$ cat config.mk
export PLATFORM = sky130hd
export DESIGN_NAME = tti_timing_gen_flat
export DESIGN_NICKNAME = d
export VERILOG_FILES = /design/src/rtl/tti_timing_gen_if.sv /design/src/rtl/tti_timing_gen.sv /design/src/flat_wrapper.sv
export SDC_FILE = /design/constraint.sdc
export NUM_CORES = 1
export LEC_CHECK = 0
export ABC_AREA = 0
export BUFFER_PORTS_ARGS = -buffer_cell sky130_fd_sc_hd__buf_2
export CAP_MARGIN = 20
export CORE_MARGIN = 5
export CORE_UTILIZATION = 50
export CTS_CLUSTER_SIZE = 14
export DETAILED_ROUTE_END_ITERATION = 10
export PLACE_DENSITY = 0.8
export SYNTH_ARGS = -nofsm -noshare
export SYNTH_HDL_FRONTEND = slang
export SYNTH_SLANG_ARGS = --single-unit
$ cat constraint.sdc
create_clock -name SystemClock -period 3 [get_ports SystemClock]
set_clock_uncertainty 0.2 [all_clocks]
set_input_delay 0.6 -clock SystemClock [delete_from_list [all_inputs] [get_ports SystemClock]]
set_output_delay 0.6 -clock SystemClock [all_outputs]
set_load 0.005 [all_outputs]
$ cat src/rtl/tti_timing_gen_if.sv
// TTI timing generator control/status bundle: sync and config inputs,
// tick/info/interrupt outputs.
interface tti_timing_gen_if #(
  parameter int unsigned CNT_W = 16
);
  logic             Enable;
  logic             SyncReq;
  logic [9:0]       SyncSfn;
  logic [3:0]       SyncSf;
  logic [CNT_W-1:0] DemodTimerOffset;
  logic [9:0]       PseudoDciMask;
  logic             IntAck;
  logic             TtiTick;
  logic [13:0]      TtiInfo;
  logic             DemodTimerInt;
  logic             SpPseudoDciInt;
  logic             SyncIntDsp;
  logic             SyncErr;

  modport master (
    output Enable, SyncReq, SyncSfn, SyncSf, DemodTimerOffset, PseudoDciMask, IntAck,
    input  TtiTick, TtiInfo, DemodTimerInt, SpPseudoDciInt, SyncIntDsp, SyncErr
  );

  modport slave (
    input  Enable, SyncReq, SyncSfn, SyncSf, DemodTimerOffset, PseudoDciMask, IntAck,
    output TtiTick, TtiInfo, DemodTimerInt, SpPseudoDciInt, SyncIntDsp, SyncErr
  );
endinterface

$ cat src/rtl/tti_timing_gen.sv
// TTI timing generator: aligns to a sync request, then emits a TTI tick per
// TTI_PERIOD cycles with SFN/subframe tracking, demod timer and pseudo-DCI interrupts.
module tti_timing_gen #(
  parameter int unsigned TTI_PERIOD = 30720,
  parameter int unsigned CNT_W      = 16
) (
  input logic               SystemClock,
  input logic               nReset,
  tti_timing_gen_if.slave   bus
);

  typedef enum logic [1:0] {
    IDLE  = 2'd0,
    ARMED = 2'd1,
    RUN   = 2'd2
  } stateT;

  localparam logic [CNT_W-1:0] LAST_CNT = CNT_W'(TTI_PERIOD - 1);

  stateT            state, stateNext;
  logic [CNT_W-1:0] cnt, cntNext;
  logic [9:0]       sfn, sfnNext;
  logic [3:0]       sf, sfNext;
  logic             tick, tickNext;
  logic             dci, dciNext;
  logic             syncInt, syncIntNext;
  logic             syncErr, syncErrNext;
  logic             demodInt, demodIntNext;
  logic             syncSeen, syncOk, running, wrap, fire;

  always_ff @(posedge SystemClock) begin
    if (!nReset) state <= IDLE;
    else         state <= stateNext;
  end

  always_comb begin
    stateNext    = state;
    cntNext      = '0;
    sfnNext      = sfn;
    sfNext       = sf;
    tickNext     = 1'b0;
    dciNext      = 1'b0;
    syncIntNext  = 1'b0;
    syncErrNext  = 1'b0;
    demodIntNext = demodInt;

    syncSeen = bus.Enable && bus.SyncReq && (state != IDLE);
    syncOk   = syncSeen && (bus.SyncSf <= 4'd9);
    running  = (state == RUN) && bus.Enable;
    wrap     = running && (cnt == LAST_CNT);
    // cnt never reaches an offset >= TTI_PERIOD, so such offsets never fire
    fire     = (state == RUN) && (cnt == bus.DemodTimerOffset);

    case (state)
      IDLE:    stateNext = ARMED;
      ARMED:   if (syncOk) stateNext = RUN;
      RUN:     stateNext = RUN;
      default: stateNext = IDLE;
    endcase
    if (!bus.Enable) stateNext = IDLE;

    // An accepted sync takes precedence over a coincident wrap: one tick only
    if (syncOk) begin
      sfnNext  = bus.SyncSfn;
      sfNext   = bus.SyncSf;
      tickNext = 1'b1;
    end else if (running) begin
      cntNext = wrap ? '0 : cnt + CNT_W'(1);
      if (wrap) begin
        tickNext = 1'b1;
        if (sf == 4'd9) begin
          sfNext  = 4'd0;
          sfnNext = sfn + 10'd1;
        end else begin
          sfNext  = sf + 4'd1;
        end
      end
    end

    dciNext     = tickNext && bus.PseudoDciMask[sfNext];
    syncIntNext = syncOk;
    syncErrNext = syncSeen && !syncOk;

    if (fire)            demodIntNext = 1'b1;
    else if (bus.IntAck) demodIntNext = 1'b0;
  end

  always_ff @(posedge SystemClock) begin
    if (!nReset) begin
      cnt      <= '0;
      sfn      <= '0;
      sf       <= '0;
      tick     <= 1'b0;
      dci      <= 1'b0;
      syncInt  <= 1'b0;
      syncErr  <= 1'b0;
      demodInt <= 1'b0;
    end else begin
      cnt      <= cntNext;
      sfn      <= sfnNext;
      sf       <= sfNext;
      tick     <= tickNext;
      dci      <= dciNext;
      syncInt  <= syncIntNext;
      syncErr  <= syncErrNext;
      demodInt <= demodIntNext;
    end
  end

  assign bus.TtiTick        = tick;
  assign bus.TtiInfo        = {sfn, sf};
  assign bus.DemodTimerInt  = demodInt;
  assign bus.SpPseudoDciInt = dci;
  assign bus.SyncIntDsp     = syncInt;
  assign bus.SyncErr        = syncErr;

endmodule

$ cat src/flat_wrapper.sv
// flat-port wrapper written by rule: the top's interface ports become plain ports
module tti_timing_gen_flat 
#(
  parameter int unsigned TTI_PERIOD = 30720,
  parameter int unsigned CNT_W      = 16
)
  (SystemClock, nReset, bus_Enable, bus_SyncReq, bus_SyncSfn, bus_SyncSf, bus_DemodTimerOffset, bus_PseudoDciMask, bus_IntAck, bus_TtiTick, bus_TtiInfo, bus_DemodTimerInt, bus_SpPseudoDciInt, bus_SyncIntDsp, bus_SyncErr);
  tti_timing_gen_if #(.CNT_W(CNT_W)) bus_i ();
  input logic SystemClock;
  input logic nReset;
  input wire logic [$bits(bus_i.Enable)-1:0] bus_Enable;
  input wire logic [$bits(bus_i.SyncReq)-1:0] bus_SyncReq;
  input wire logic [$bits(bus_i.SyncSfn)-1:0] bus_SyncSfn;
  input wire logic [$bits(bus_i.SyncSf)-1:0] bus_SyncSf;
  input wire logic [$bits(bus_i.DemodTimerOffset)-1:0] bus_DemodTimerOffset;
  input wire logic [$bits(bus_i.PseudoDciMask)-1:0] bus_PseudoDciMask;
  input wire logic [$bits(bus_i.IntAck)-1:0] bus_IntAck;
  output wire logic [$bits(bus_i.TtiTick)-1:0] bus_TtiTick;
  output wire logic [$bits(bus_i.TtiInfo)-1:0] bus_TtiInfo;
  output wire logic [$bits(bus_i.DemodTimerInt)-1:0] bus_DemodTimerInt;
  output wire logic [$bits(bus_i.SpPseudoDciInt)-1:0] bus_SpPseudoDciInt;
  output wire logic [$bits(bus_i.SyncIntDsp)-1:0] bus_SyncIntDsp;
  output wire logic [$bits(bus_i.SyncErr)-1:0] bus_SyncErr;
  assign bus_i.Enable = bus_Enable;
  assign bus_i.SyncReq = bus_SyncReq;
  assign bus_i.SyncSfn = bus_SyncSfn;
  assign bus_i.SyncSf = bus_SyncSf;
  assign bus_i.DemodTimerOffset = bus_DemodTimerOffset;
  assign bus_i.PseudoDciMask = bus_PseudoDciMask;
  assign bus_i.IntAck = bus_IntAck;
  assign bus_TtiTick = bus_i.TtiTick;
  assign bus_TtiInfo = bus_i.TtiInfo;
  assign bus_DemodTimerInt = bus_i.DemodTimerInt;
  assign bus_SpPseudoDciInt = bus_i.SpPseudoDciInt;
  assign bus_SyncIntDsp = bus_i.SyncIntDsp;
  assign bus_SyncErr = bus_i.SyncErr;
  tti_timing_gen #(.TTI_PERIOD(TTI_PERIOD), .CNT_W(CNT_W)) u_core (.SystemClock(SystemClock), .nReset(nReset), .bus(bus_i));
endmodule
==> results of run 1 <==
layout by cell type, fill, tap and decap left out, types with 3 or more instances in the layout:
master / instances
nor2_1: 35
nand2_1: 23
dfxtp_1: 37
inv_1: 7
ha_1: 8
a211oi_1: 9
xnor2_1: 22
nand4_1: 6
clkbuf_8: 6
nand3_1: 13
buf_4: 8
and3_1: 11
xor2_1: 15
o21a_1: 4
o31a_1: 3
o21ai_0: 6
buf_2: 63
and2_1: 5
a21oi_1: 5
through the flow:
stage | cells | hold slack (ns) | util, % | total power [W] | area (µm²)
2_1_floorplan | 261 | 0.2521 | - | 0.0005676 | 2206
3_3_place_gp | 373 | 0.2527 | 60.10 | 0.0006203 | 2599
3_5_place_dp | 373 | 0.2680 | 60.10 | 0.0006221 | 2599
4_1_cts | 380 | 0.2795 | 62.09 | 0.0009642 | 2685
5_1_grt | 380 | 0.3075 | 62.09 | 0.0009999 | 2685
6_report | 380 | 0.2720 | 62.09 | 0.0009536 | 2685
logic make-up (layout without fill, tap and decap cells):
| group | count (synthesis) | count (layout) | share of synthesized area [%] |
|---|---|---|---|
| fa+ha+maj | 8 | 8 | 4.538 |
| flops | 37 | 37 | 33.58 |
| buf+inv | 18 | 85 | 3.347 |
| simple gates | 113 | 113 | 27.11 |
| compound gates | 46 | 46 | 15.83 |
| xor+xnor | 37 | 37 | 14.69 |
| mux | 2 | 2 | 0.9076 |
power breakdown:
group	switching [W]	total, W	internal, W
Clock	0.000161	0.000343	0.000182
Combinational	0.0000501	0.000105	0.0000551
Sequential	0.00000700	0.000506	0.000499
sequential cells by signal (all words and copies together) (netlist names):
name                       count
u_core.bus.SpPseudoDciInt      1
u_core.bus.SyncIntDsp          1
u_core.cnt                    16
u_core.bus.DemodTimerInt       1
u_core.bus.SyncErr             1
u_core.bus.TtiTick             1
u_core.sfn                    10
u_core.sf                      4
u_core.state                   2
how the worst max path moves through the flow:
stage / from / end / slack [ns] / depth (start not counted)
after global routing: u_core.state[0]$_SDFFE_PN0P_ / u_core.sfn[8]$_SDFFE_PN0P_ / 0.03 / 9
after floorplan: u_core.state[0]$_SDFFE_PN0P_ / u_core.bus.SpPseudoDciInt$_SDFF_PN0_ / 0.38 / 11
final: u_core.cnt[0]$_SDFF_PP0_ / u_core.bus.SpPseudoDciInt$_SDFF_PN0_ / 0.20 / 9
after detailed placement: bus_Enable / u_core.bus.SpPseudoDciInt$_SDFF_PN0_ / 0.19 / 9
after CTS: u_core.cnt[0]$_SDFF_PP0_ / u_core.bus.SpPseudoDciInt$_SDFF_PN0_ / 0.22 / 9
after global placement: bus_Enable / u_core.bus.SpPseudoDciInt$_SDFF_PN0_ / 0.28 / 9
worst max-delay path: stages, from the launching register on:
cell and delay [ns]:
dfxtp_1 0.41, ha_1 0.23, and4_4 0.26, nand4_4 0.18, nor4_1 0.45, a221oi_2 0.18
or4_1 0.54, o211a_1 0.14, nand2_1 0.06, o21ai_1 0.06
metal layers:
layer | GRT usage, % | part of all wire, %
met2 | 29.37 | 47
met3 | 5.437 | 8.1
met1 | 21.76 | 43
met4 | 7.168 | 1.3
met5 | 0 | 0
layout make-up:
cell class | instances | area share, %
inverter | 7 | 0.9786
multi-input combinational | 206 | 51.82
tap | 52 | 2.423
timing repair buffer | 71 | 13.98
sequential | 37 | 27.59
clock buffer | 7 | 3.215
==> flow_summary.json, run 1 <==
{
  "setup_tns_ns": 0,
  "crit_type": "register to register",
  "yosys_warnings": 0,
  "yosysSeqAreaShare_pct": 33.58,
  "rows": 24,
  "wl_um": 5197,
  "layout-drive-gt1-share_pct": 26.22,
  "synth.avg_cell_area_um2": 8.452,
  "cts_inserted_buffers": 5,
  "fin_crit_ns": 2.801,
  "final_nets": 381,
  "overflow": 0,
  "root_buffer": "clkbuf_8",
  "syn-cell-area_um2": 2206,
  "grt_max_degree": 17,
  "ir_drop_v": 0.0001992,
  "first_iter_violations": 135,
  "worstPathRequired_ns": 2.97,
  "ys_types": 52,
  "r2r_end": "u_core.bus.SpPseudoDciInt$_SDFF_PN0_",
  "grt_pass1_wl_um": 8880,
  "yosys-top-cells-area": "dfxtp_1, xnor2_1, nor2_1",
  "drc": 0,
  "reg2reg_depth": 9,
  "crit_fanout": 10,
  "async_flop_share_pct": 0,
  "hold_path_depth": 2,
  "fin_crit_sh_pct": 93.38,
  "holdBufCountCts": 0,
  "start_util_pct": 51.01,
  "die_x_um": 76.42,
  "die_area_um2": 5840,
  "postRouteAntennaNets": 0,
  "clock_latency_ns": 0.28,
  "cts_resized": 0,
  "reg2reg_from": "u_core.cnt[0]$_SDFF_PP0_",
  "power_density_nw_per_um2": 355.2,
  "synth-seq-cells": 37,
  "p_leak_nw": 1.124,
  "ys_top_cells_by_count": "dfxtp_1, nor2_1, nand2_1",
  "setup_ws_ns": 0.1987,
  "via_per_inst": 5.461,
  "rsz0062_at_grt": "no",
  "final-hold-violation-count": 0,
  "wl_per_cell_um": 13.68,
  "synth_edf_count": 0,
  "hold_path_end": "u_core.bus.DemodTimerInt$_SDFFE_PN0P_",
  "worstPathArrival_ns": 2.77,
  "yosysMostFrequentCell": "dfxtp_1",
  "die_h_um": 76.42,
  "final.fill_count": 412,
  "hp-start": "u_core.bus.DemodTimerInt$_SDFFE_PN0P_",
  "first_pass_iters": 4,
  "grt_pass1_vias": 2020,
  "max_slew.worst_pin.slew_ns": 0.4940,
  "synthFlopType": "dfxtp_1",
  "relSlewSlack_pct": 66.64,
  "endpoint_kind": "register",
  "areaGrowthSynthToFinish_pct": 21.72,
  "htreeDepth": 2,
  "portBuffers": 63,
  "startpoint_type": "register",
  "clk_path_buf_depth": 2,
  "synthCells": 261,
  "regArea_um2": 740.7,
  "post_cts_buffers": 0,
  "grt_usage_pct": 17.92,
  "clk_pin_slew_ns": 0.07,
  "place.gp.congestion": 0.9434,
  "cts_tree": "yes",
  "synth_fp_nets": 314,
  "multi_input_area_um2": 1391,
  "diodes": 0,
  "finalMaxSlewViolations": 0,
  "place_ws_ns": 0.1931,
  "yosysTopAreaCell": "dfxtp_1",
  "io_pins": 64,
  "hp-class": "register to register",
  "setup_viol": 0,
  "max_freq_ghz": 0.3570,
  "reg2reg_slack_ns": 0.20,
  "status": "finished clean",
  "coreArea_um2": 4324,
  "drv_cap": 0,
  "antenna_found_initial": 0,
  "hpwl_um": 4201,
  "num_vias": 2075,
  "cts.sinks": 37,
  "netlist.area_leader.share_pct": 33.58
}
Note: power is estimated with default switching activity, not from simulation.
==> run 2: changes to the inputs <==
--- a/config.mk
+++ b/config.mk
@@ -8,11 +8,13 @@
 export ABC_AREA = 0
 export BUFFER_PORTS_ARGS = -buffer_cell sky130_fd_sc_hd__buf_2
 export CAP_MARGIN = 20
+export CORE_ASPECT_RATIO = 1.2
 export CORE_MARGIN = 5
 export CORE_UTILIZATION = 50
 export CTS_CLUSTER_SIZE = 14
 export DETAILED_ROUTE_END_ITERATION = 10
 export PLACE_DENSITY = 0.8
+export REMOVE_ABC_BUFFERS = 1
 export SYNTH_ARGS = -nofsm -noshare
 export SYNTH_HDL_FRONTEND = slang
 export SYNTH_SLANG_ARGS = --single-unit
==> constraint.sdc (replaced) <==
create_clock -name SystemClock -period 3 [get_ports SystemClock]
set_clock_uncertainty 0.2 [all_clocks]
set_input_delay 0.3 -clock SystemClock [delete_from_list [all_inputs] [get_ports SystemClock]]
set_output_delay 0.3 -clock SystemClock [all_outputs]
set_load 0.005 [all_outputs]
==> run 2 against run 1 <==
Sequential power is essentially flat. Sequential share of layout area shrank 0.064 points. Non-clock buffer count grew 1. Count of clock-buffer cells in the layout grew 1. Critical path type unchanged. Largest cell class unchanged.
==> flow_summary.json, run 2 (synthesized netlist as in run 1, its figures left out) <==
{
  "areaGrowthSynthToFinish_pct": 22.01,
  "power_density_nw_per_um2": 349.1,
  "start_util_pct": 51.76,
  "first_pass_iters": 4,
  "die_area_um2": 5846,
  "post_cts_buffers": 0,
  "die_x_um": 70.64,
  "crit_fanout": 6,
  "max_freq_ghz": 0.3576,
  "met2WireLength_um": 2642,
  "holdBufCountCts": 0,
  "r2r_end": "u_core.bus.SpPseudoDciInt$_SDFF_PN0_",
  "relSlewSlack_pct": 68.62,
  "finalNonFillerCells": 386,
  "crit_type": "register to register",
  "multi_input_area_um2": 1391,
  "utilization_pct": 63.15,
  "p_total_w": 0.0009395,
  "fin_crit_ns": 2.796,
  "htreeDepth": 2,
  "drv_cap": 0,
  "hpwl_um": 4367,
  "place.gp.congestion": 0.8605,
  "portBuffers": 63,
  "worstPathRequired_ns": 2.97,
  "hp-start": "bus_PseudoDciMask[8]",
  "fin_crit_sh_pct": 93.21,
  "finalMaxSlewViolations": 0,
  "rows": 26,
  "cts_inserted_buffers": 5,
  "postRouteAntennaNets": 0,
  "io_pins": 64,
  "grt_pass1_vias": 1991,
  "layout_commonest_cell": "buf_2",
  "cts.sinks": 37,
  "antenna_found_initial": 0,
  "num_vias": 2141,
  "layout-drive-gt1-share_pct": 26.06,
  "final_nets": 382,
  "clk_pin_slew_ns": 0.06,
  "wl_um": 5342,
  "grt_pass1_wl_um": 8694,
  "hold_path_end": "u_core.bus.SpPseudoDciInt$_SDFF_PN0_",
  "p_leak_nw": 1.125,
  "regArea_um2": 740.7,
  "reg2reg_from": "u_core.sf[1]$_SDFF_PN0_",
  "crit_start": "u_core.sf[1]$_SDFF_PN0_",
  "regMostFlops": "u_core.cnt",
  "setup_viol": 0,
  "first_iter_violations": 130,
  "die_h_um": 82.76,
  "ir_drop_v": 0.0002050,
  "whs_ns": 0.09242,
  "largest_reg_flops": 16,
  "dr_wl_met3_um": 462,
  "startpoint_type": "register",
  "worstPathArrival_ns": 2.77,
  "final.fill_count": 407,
  "diodes": 0,
  "reg2reg_slack_ns": 0.20,
  "grt_max_degree": 21,
  "max_slew.worst_pin.slew_ns": 0.4696,
  "coreArea_um2": 4262,
  "final_cell_mix": "buf_2, dfxtp_1, nor2_1",
  "via_per_inst": 5.547,
  "cts_tree": "yes",
  "clk_path_buf_depth": 2,
  "clock_latency_ns": 0.29,
  "hold_path_depth": 3,
  "cts_resized": 0,
  "final-hold-violation-count": 0,
  "status": "finished clean",
  "grt_usage_pct": 18.34,
  "wl_per_cell_um": 13.84,
  "rsz0062_at_grt": "no",
  "drc": 0,
  "setup_tns_ns": 0,
  "endpoint_kind": "register",
  "m1WireLength_um": 2141,
  "hp-class": "input port to register",
  "root_buffer": "clkbuf_8",
  "top_layer_used": "met4",
  "overflow": 0,
  "reg2reg_depth": 10,
  "placedCellCount": 378,
  "top_regs": "u_core.cnt x16, u_core.sfn x10, u_core.sf x4"
}
[run 2: changes by cell type in the layout (fill, tap and decap cells not counted)]
| cell | previous run | this run |
|---|---|---|
| clkbuf_1 | 1 | 3 |
| buf_4 | 8 | 9 |
| clkbuf_8 | 6 | 5 |
[run 2: final cells by class]
| cell class | instances | share of cell area, % |
|---|---|---|
| Sequential cell | 37 | 27.52 |
| Tap cell | 56 | 2.603 |
| Inverter | 7 | 0.9763 |
| Multi-Input combinational cell | 206 | 51.70 |
| Clock buffer | 8 | 2.975 |
| Timing Repair Buffer | 72 | 14.23 |
[run 2: critical path, cell delays in order (launching register included)]
cell	delay (ns)
dfxtp_1	0.41
inv_1	0.09
ha_1	0.19
and3b_1	0.25
or3b_4	0.43
o21a_1	0.18
o221a_1	0.21
or4_1	0.46
o211a_1	0.14
nand2_1	0.06
o21ai_1	0.05
[run 2: worst max-delay path by stage]
stage / end / cells past startpoint
4_1_cts: u_core.bus.SpPseudoDciInt$_SDFF_PN0_ / 10
5_1_grt: u_core.bus.SpPseudoDciInt$_SDFF_PN0_ / 11
6_report: u_core.bus.SpPseudoDciInt$_SDFF_PN0_ / 10
3_3_place_gp: u_core.bus.SpPseudoDciInt$_SDFF_PN0_ / 10
3_5_place_dp: u_core.bus.SpPseudoDciInt$_SDFF_PN0_ / 10
2_1_floorplan: u_core.bus.SpPseudoDciInt$_SDFF_PN0_ / 10
[run 2: metal layers]
layer / vias up / GRT usage [%]
met3: 14 / 4.479
met4: 0 / 8.271
met5: - / 0
met2: 77 / 33.24
met1: 984 / 20.45
li1: 1066 / -
[run 2: where the power goes]
group | total (W) | internal, W | switching (W)
clock | 0.000328 | 0.000165 | 0.000163
sequential | 0.000506 | 0.000499 | 0.00000706
combinational | 0.000106 | 0.0000553 | 0.0000506
total | 0.000939 | 0.000719 | 0.000220
[run 2: metrics by stage]
stage | setup slack [ns] | area (µm²)
after floorplan | 0.2485 | 2158
after global placement | 0.3017 | 2611
after detailed placement | 0.2469 | 2611
after CTS | 0.2298 | 2691
after global routing | 0.08384 | 2691
final | 0.2037 | 2691
==> run 3: changes to the inputs <==
--- a/config.mk
+++ b/config.mk
@@ -11,6 +11,7 @@
 export CORE_ASPECT_RATIO = 1.2
 export CORE_MARGIN = 5
 export CORE_UTILIZATION = 50
+export CTS_BUF_LIST = sky130_fd_sc_hd__clkbuf_2
 export CTS_CLUSTER_SIZE = 14
 export DETAILED_ROUTE_END_ITERATION = 10
 export PLACE_DENSITY = 0.8
==> run 3 against run 2 <==
Register-to-register slack about the same. Count of clock-buffer cells in the layout is the same. Worst hold slack got worse by 0.080 ns.
==> flow_summary.json, run 3 (synthesized netlist as in run 1, its figures left out) <==
{
  "status": "finished clean",
  "finalNonFillerCells": 399,
  "grt_pass1_wl_um": 9032,
  "hpwl_um": 4367,
  "p_clk_share_pct": 26.2,
  "multi_input_area_um2": 1391,
  "rows": 26,
  "place.gp.congestion": 0.8605,
  "final-hold-violation-count": 0,
  "p_sw_w": 0.0002146,
  "crit_type": "register to register",
  "worstPathArrival_ns": 2.87,
  "coreArea_um2": 4262,
  "clk_pin_slew_ns": 0.17,
  "layout_commonest_cell": "buf_2",
  "postRouteAntennaNets": 0,
  "largest_reg_flops": 16,
  "startpoint_type": "register",
  "fin_crit_sh_pct": 93.39,
  "final_cell_mix": "buf_2, dfxtp_1, nor2_1",
  "drv_cap": 0,
  "layout-drive-gt1-share_pct": 25.95,
  "areaGrowthSynthToFinish_pct": 26.09,
  "wl_per_cell_um": 13.91,
  "antenna_found_initial": 0,
  "root_buffer": "clkbuf_2",
  "die_x_um": 70.64,
  "sequentialPowerShare_pct": 59.7,
  "num_vias": 2187,
  "overflow": 0,
  "internal_power_w": 0.0006347,
  "first_pass_iters": 4,
  "grt_usage_pct": 18.96,
  "start_util_pct": 51.76,
  "worstPathRequired_ns": 3.07,
  "rsz0062_at_grt": "no",
  "finalMaxSlewViolations": 0,
  "crit_fanout": 11,
  "endpoint_kind": "register",
  "regArea_um2": 740.7,
  "io_pins": 64,
  "final_nets": 395,
  "hp-class": "input port to register",
  "via_per_inst": 5.481,
  "placed_area_um2": 2611,
  "post_cts_buffers": 0,
  "power_frac_comb_pct": 14.1,
  "ir_drop_v": 0.0002060,
  "setup_viol": 0,
  "cts_tree": "yes",
  "fin_crit_ns": 2.802,
  "cts.sinks": 37,
  "grt_max_degree": 21,
  "max_slew.worst_pin.slew_ns": 0.4676,
  "final.fill_count": 390,
  "top_regs": "u_core.cnt x16, u_core.sfn x10, u_core.sf x4",
  "relSlewSlack_pct": 68.42,
  "power_density_nw_per_um2": 305.4,
  "regMostFlops": "u_core.cnt",
  "clock_latency_ns": 0.38,
  "first_iter_violations": 132,
  "diodes": 0,
  "htreeDepth": 2,
  "placedCellCount": 378,
  "setup_tns_ns": 0,
  "cts_inserted_buffers": 5,
  "clk_path_buf_depth": 2,
  "power_switching_share_pct": 25.27,
  "grt_pass1_vias": 2066,
  "die_h_um": 82.76,
  "p_leak_nw": 1.173,
  "die_area_um2": 5846,
  "portBuffers": 63,
  "drc": 0,
  "stdcell_area_um2": 2781,
  "max_freq_ghz": 0.3569,
  "wl_um": 5552
}
==> run 3: cell types whose count changed in the layout (fill, tap and decap cells not counted) <==
cell / change
clkbuf_2: +8
clkbuf_1: -3
dlygate4sd3_1: +13
clkbuf_8: -5
==> run 3: through the flow <==
| stage | utilization [%] | hold WS, ns | total power [W] | worst slack [ns] |
|---|---|---|---|---|
| after floorplan | - | 0.2217 | 0.0005666 | 0.2485 |
| after global placement | 61.27 | 0.2618 | 0.0006201 | 0.3017 |
| after detailed placement | 61.27 | 0.2729 | 0.0006232 | 0.2469 |
| after CTS | 64.80 | 0.002518 | 0.0008533 | 0.2191 |
| after global routing | 65.27 | 0.005960 | 0.0008914 | 0.01168 |
| final | 65.27 | 0.01292 | 0.0008494 | 0.1982 |
==> run 3: timing repair <==
action | 4_1_cts | 5_1_grt
hold endpoints to repair | 10 | 2
hold buffers | 11 | 2
endpoints found under the setup margin | 0 | 0
resized for setup | 0 | 0
==> run 3: final cells by class <==
class,instances,share of cell area (%)
Timing Repair Buffer,85,18.44
Tap cell,56,2.519
Inverter,7,0.9447
Sequential cell,37,26.63
Multi-Input combinational cell,206,50.02
Clock buffer,8,1.439
==> run 3: final timing paths <==
check / startpoint / endpoint / slack, ns / cells after the start
worst max-delay path: u_core.state[0]$_SDFFE_PN0P_ / u_core.bus.SpPseudoDciInt$_SDFF_PN0_ / 0.20 / 11
worst min-delay path: bus_SyncSfn[5] / u_core.sfn[5]$_SDFFE_PN0P_ / 0.01 / 3
worst max register to register: u_core.state[0]$_SDFFE_PN0P_ / u_core.bus.SpPseudoDciInt$_SDFF_PN0_ / 0.20 / 11
worst min register to register: u_core.bus.DemodTimerInt$_SDFFE_PN0P_ / u_core.bus.DemodTimerInt$_SDFFE_PN0P_ / 0.29 / 2
==> run 3: metal layers <==
metal	vias up	track usage (%)	share of wire (%)	wire, µm
met5	-	0	0	0
met4	0	6.579	2.0	110
met3	14	4.964	8.8	487
met2	94	35.11	49	2735
met1	982	21.11	40	2218
li1	1097	-	-	-
==> run 3: worst max-delay path, cell delays in order (launching register included) <==
cell and delay (ns):
dfxtp_1 0.36, inv_1 0.11, ha_1 0.23, and4bb_2 0.24, nand3_1 0.20, buf_4 0.24, o21a_1 0.19, o221a_1 0.21
or4_1 0.46, o211a_1 0.14, nand2_1 0.06, o21ai_1 0.05
==> run 3: power groups by stage <==
stage	combinational, W	clock (W)	sequential, W
after floorplan	0.0000498	0	0.000517
after global placement	0.000104	0	0.000517
after detailed placement	0.000106	0	0.000517
after CTS	0.000117	0.000229	0.000507
after global routing	0.000132	0.000251	0.000508
final	0.000120	0.000223	0.000507
